--- src/rtl/tea_decrypt_core.sv ---
// Iterative TEA block decryptor: one cycle per TEA round, valid/ready on both sides.
// Optional encrypt mode is built in with `define TEA_DECRYPT_CORE_ENC_EN.
module tea_decrypt_core #(
    parameter int ROUNDS = 32
) (
    input  logic         clk,
    input  logic         resetn,
    input  logic         in_valid,
    output logic         in_ready,
    input  logic [31:0]  in_v0,
    input  logic [31:0]  in_v1,
    input  logic [127:0] key,
    output logic         out_valid,
    input  logic         out_ready,
    output logic [31:0]  out_v0,
    output logic [31:0]  out_v1,
    output logic         busy
`ifdef TEA_DECRYPT_CORE_ENC_EN
    ,
    input  logic         encrypt
`endif
);

    localparam logic [31:0] DELTA     = 32'h9E3779B9;
    localparam logic [63:0] SUM_PROD  = 64'(ROUNDS) * 64'(DELTA);
    localparam logic [31:0] SUM_INIT  = SUM_PROD[31:0];
    localparam logic [5:0]  LAST_RND  = 6'(ROUNDS - 1);

    typedef enum logic [1:0] {IDLE, ROUND, DONE} state_t;

    state_t      state, state_nxt;
    logic        accept;
    logic        last_rnd;
    logic [5:0]  rnd;
    logic [31:0] v0, v1, sum;
    logic [31:0] k0, k1, k2, k3;
    logic [31:0] nv0, nv1, nsum;
    logic [31:0] dv0, dv1;

    always_ff @(posedge clk or negedge resetn) begin
        if (!resetn) state <= IDLE;
        else         state <= state_nxt;
    end

    always_comb begin
        state_nxt = state;
        in_ready  = 1'b0;
        busy      = 1'b0;
        out_valid = 1'b0;
        accept    = 1'b0;
        case (state)
            IDLE: begin
                in_ready = 1'b1;
                if (in_valid) begin
                    accept    = 1'b1;
                    state_nxt = ROUND;
                end
            end
            ROUND: begin
                busy = 1'b1;
                if (rnd == LAST_RND) state_nxt = DONE;
            end
            DONE: begin
                out_valid = 1'b1;
                if (out_ready) state_nxt = IDLE;
            end
            default: state_nxt = IDLE;
        endcase
    end

    assign last_rnd = (state == ROUND) && (rnd == LAST_RND);

    // Decrypt round: v1 is unwound first, and the new v1 feeds the v0 update.
    always_comb begin
        dv1 = v1 - ((((v0 << 4) + k2) ^ (v0 + sum)) ^ ((v0 >> 5) + k3));
        dv0 = v0 - ((((dv1 << 4) + k0) ^ (dv1 + sum)) ^ ((dv1 >> 5) + k1));
    end

`ifdef TEA_DECRYPT_CORE_ENC_EN
    logic        enc_q;
    logic [31:0] esum, ev0, ev1;

    // Encrypt round: sum advances before use, v0 updated first.
    always_comb begin
        esum = sum + DELTA;
        ev0  = v0 + ((((v1 << 4) + k0) ^ (v1 + esum)) ^ ((v1 >> 5) + k1));
        ev1  = v1 + ((((ev0 << 4) + k2) ^ (ev0 + esum)) ^ ((ev0 >> 5) + k3));
        nv0  = enc_q ? ev0  : dv0;
        nv1  = enc_q ? ev1  : dv1;
        nsum = enc_q ? esum : (sum - DELTA);
    end

    always_ff @(posedge clk or negedge resetn) begin
        if (!resetn)     enc_q <= 1'b0;
        else if (accept) enc_q <= encrypt;
    end
`else
    always_comb begin
        nv0  = dv0;
        nv1  = dv1;
        nsum = sum - DELTA;
    end
`endif

    always_ff @(posedge clk or negedge resetn) begin
        if (!resetn) begin
            v0     <= '0;
            v1     <= '0;
            sum    <= '0;
            rnd    <= '0;
            k0     <= '0;
            k1     <= '0;
            k2     <= '0;
            k3     <= '0;
            out_v0 <= '0;
            out_v1 <= '0;
        end else if (accept) begin
            v0  <= in_v0;
            v1  <= in_v1;
            k0  <= key[31:0];
            k1  <= key[63:32];
            k2  <= key[95:64];
            k3  <= key[127:96];
            rnd <= '0;
`ifdef TEA_DECRYPT_CORE_ENC_EN
            sum <= encrypt ? '0 : SUM_INIT;
`else
            sum <= SUM_INIT;
`endif
        end else if (state == ROUND) begin
            v0  <= nv0;
            v1  <= nv1;
            sum <= nsum;
            rnd <= rnd + 6'd1;
            // Result registers only change on completion so they keep the last block afterwards.
            if (last_rnd) begin
                out_v0 <= nv0;
                out_v1 <= nv1;
            end
        end
    end

endmodule

--- config.mk ---
export PLATFORM = sky130hd
export DESIGN_NAME = tea_decrypt_core
export DESIGN_NICKNAME = d
export VERILOG_FILES = /design/src/rtl/tea_decrypt_core.sv
export SDC_FILE = /design/constraint.sdc
export NUM_CORES = 1
export LEC_CHECK = 0
export ABC_AREA = 1
export ABC_CLOCK_PERIOD_IN_PS = 9940
export BUFFER_PORTS_ARGS = -buffer_cell sky130_fd_sc_hd__buf_4
export CORE_UTILIZATION = 50
export CTS_CLUSTER_DIAMETER = 50
export DETAILED_ROUTE_END_ITERATION = 10
export PLACE_DENSITY = 0.72
export SYNTH_ARGS = -nofsm -noshare
export SYNTH_HDL_FRONTEND = slang
export SYNTH_SLANG_ARGS = --single-unit
export TNS_END_PERCENT = 30
--- constraint.sdc ---
create_clock -name clk -period 9.94 [get_ports clk]
set_input_delay 1.988 -clock clk [delete_from_list [all_inputs] [get_ports clk]]
set_output_delay 1.988 -clock clk [all_outputs]
set_load 0.005 [all_outputs]
==> impl_metrics.py <==
metrics = {
    "timing": {
        "max_freq_mhz": 112.8,
        "rsz0062_at_grt": "no",
        "hold_ws_ns": 0.4815,
        "setup_violations": 0,
        "clock_skew_ns": 0.02498,
        "worst_pin_slew_ns": 1.062,
        "finalCritPeriodShare_pct": 89.18,
        "drv_slew": 0,
        "slew_headroom_pct": 29.22,
        "hold_violations": 0,
        "setup_tns_ns": 0,
        "period_needed_ns": 8.865,
    },
    "yosys": {
        "yosysWarnings": 0,
        "synthArstFlopShare_pct": 100.0,
        "synth_seq_area_share_pct": 29.93,
        "syn-cell-area_um2": 24750,
        "ys_ff_latch": 296,
        "synth_edf_count": 0,
        "ys_types": 59,
        "ys.flop_type": "dfrtp_1",
        "synth_nets": 3833,
        "synthCells": 3386,
        "syn_area_per_cell_um2": 7.308,
    },
    "setup_path": {
        "path_class": "reg -> reg",
        "critical_path.max_stage_delay_ns": 0.56,
        "cp.arrival_ns": 9.33,
        "cp.required_ns": 10.41,
        "crit_fanout": 6,
        "cp_slowest_cell": "nor4_1",
        "cp-start-kind": "flip-flop",
        "critPathCaptureType": "flip-flop",
    },
    "placement": {
        "hpwlAfterDp_mm": 63.63,
        "port_buffers": 262,
        "gp_congestion": 1.021,
    },
    "clock_tree": {
        "holdBufCountCts": 0,
        "cts_setup_buffers": 0,
        "clkSlewWorstSetupHoldPaths_ns": 0.06,
        "clk_latency_ns": 0.58,
        "htreeDepth": 2,
        "cts-root-buf": "clkbuf_16",
        "cts_tree": "built",
        "cts_made_buffers": 41,
        "post_cts_resized": 0,
        "cts_sinks": 296,
        "cts_buffer_depth": 3,
    },
    "die": {
        "fp-row-count": 81,
        "placeableCoreArea_um2": 48850,
        "die_w_um": 224.5,
        "start_util_pct": 50.66,
        "dieArea_um2": 50390,
        "die_y_um": 224.5,
        "pin_count": 263,
    },
    "drt": {
        "wl_met3_mm": 5.246,
        "drt_pass1_iterations": 7,
        "vias": 23718,
        "initialDrtViolationCount": 1926,
        "met2WireLength_mm": 35.20,
        "topRoutingLayerUsed": "met4",
        "drt_wl_total_mm": 80.42,
        "avgViaCountPerCell": 5.457,
        "route.detailed.drc": 0,
        "wl_per_cell_um": 18.50,
        "wl_met1_mm": 37.23,
        "ant_nets": 0,
    },
    "global_route": {
        "grt_pass1_wl_mm": 125.1,
        "first_global_vias": 22786,
        "grt_max_degree": 138,
        "grt-ovfl-total": 0,
        "grt.total_usage_pct": 32.05,
        "antenna_found_initial": 0,
    },
    "layout": {
        "fillCellCount": 4715,
        "final_common_cell": "nand2_1",
        "nNetsFinal": 4097,
        "mostFrequentLayoutCells": "nand2_1, inv_1, dfrtp_1",
        "drive_above_1_share_pct": 12.09,
        "seqCellArea_um2": 7407,
        "n_antenna_cell": 0,
        "multi_input_area_um2": 15960,
        "syn_to_final_growth_pct": 17.22,
    },
    "status": {
        "status": "completed",
    },
    "min_path": {
        "hold_class": "reg -> reg",
    },
    "run": {
        "maxCapViolCount": 0,
    },
}
==> critical path, delay by kind of cell (launching register included) <==
kind / cells / cell delay [ns]
AND/OR/NAND/NOR: 17 / 2.97
XOR/XNOR: 6 / 1.35
adder cells (fa/ha/maj): 5 / 1.66
AO/OA/AOI/OAI: 11 / 2.14
buffers and inverters: 1 / 0.13
flip-flops: 1 / 0.46
==> cells in the mapped netlist (all sizes together), types with 14 or more instances <==
library cell / n / area (um2)
nand3: 160 / 830.8
o211ai: 34 / 255.2
nor2: 171 / 646.9
clkbuf: 58 / 217.7
a21oi: 269 / 1406
ha: 243 / 3040
dfrtp: 296 / 7407
xnor2: 112 / 980.9
o21ai: 179 / 970.9
a21boi: 20 / 176.4
inv: 307 / 1152
a21o: 16 / 120.1
nand4: 29 / 181.4
or2: 14 / 87.58
nand2: 1111 / 4203
xor2: 219 / 1933
nor3: 25 / 130.1
==> stage by stage <==
| stage | cells | cell area, um2 | setup WS, ns | utilization [%] |
|---|---|---|---|---|
| 2_1_floorplan | 3386 | 24750 | 3.186 | - |
| 3_3_place_gp | 4271 | 27550 | 1.296 | 56.39 |
| 3_5_place_dp | 4271 | 27550 | 1.266 | 56.39 |
| 4_1_cts | 4346 | 29010 | 1.212 | 59.38 |
| 5_1_grt | 4346 | 29010 | 0.4425 | 59.38 |
| 6_report | 4346 | 29010 | 1.075 | 59.38 |
==> layer usage <==
layer	vias to the layer above	GRT usage [%]
met5	-	0
met4	0	11.54
met3	134	3.945
met2	809	49.49
met1	11081	45.99
li1	11694	-
==> worst paths after layout <==
check | cells past startpoint | start | to | slack (ns)
worst max-delay path | 40 | sum[0] | out_v0[31] | 1.08
worst min-delay path | 2 | out_v0[2] | out_v0[2] | 0.48
worst max register to register | 40 | sum[0] | out_v0[31] | 1.08
worst min register to register | 2 | out_v0[2] | out_v0[2] | 0.48
max in group asynchronous | 2 | resetn | k1[18] | 7.11
min in group asynchronous | 1 | resetn | k2[9] | 1.41
==> cells by family (layout without fill, tap and decap cells) <==
kind of cell / count (synthesis) / after routing / synth area share [%]
buffers and inverters: 376 / 672 / 5.708
AO/OA/AOI/OAI: 600 / 600 / 14.46
adder cells (fa/ha/maj): 251 / 251 / 12.93
XOR/XNOR: 331 / 331 / 11.78
flip-flops: 296 / 296 / 29.93
AND/OR/NAND/NOR: 1531 / 1531 / 25.15
multiplexers: 1 / 1 / 0.04045
==> sequential cells by signal, summed over array words and instances (netlist names) <==
| signal | count |
|---|---|
| out_v1 | 32 |
| out_v0 | 32 |
| sum | 32 |
| state | 2 |
| k2 | 32 |
| v0 | 32 |
| v1 | 32 |
| rnd | 6 |
| k3 | 32 |
| k0 | 32 |
| k1 | 32 |
==> area by class of cell <==
type | count | area share, %
tap | 664 | 2.864
timing repair buffer | 289 | 7.548
clock inverter | 27 | 1.311
sequential | 296 | 25.53
clock buffer | 48 | 3.731
inverter | 308 | 4.003
multi-input combinational | 2714 | 55.01
Power is not shown: default switching activity piles up to over one toggle a cycle in this logic, so the estimate is an artifact.
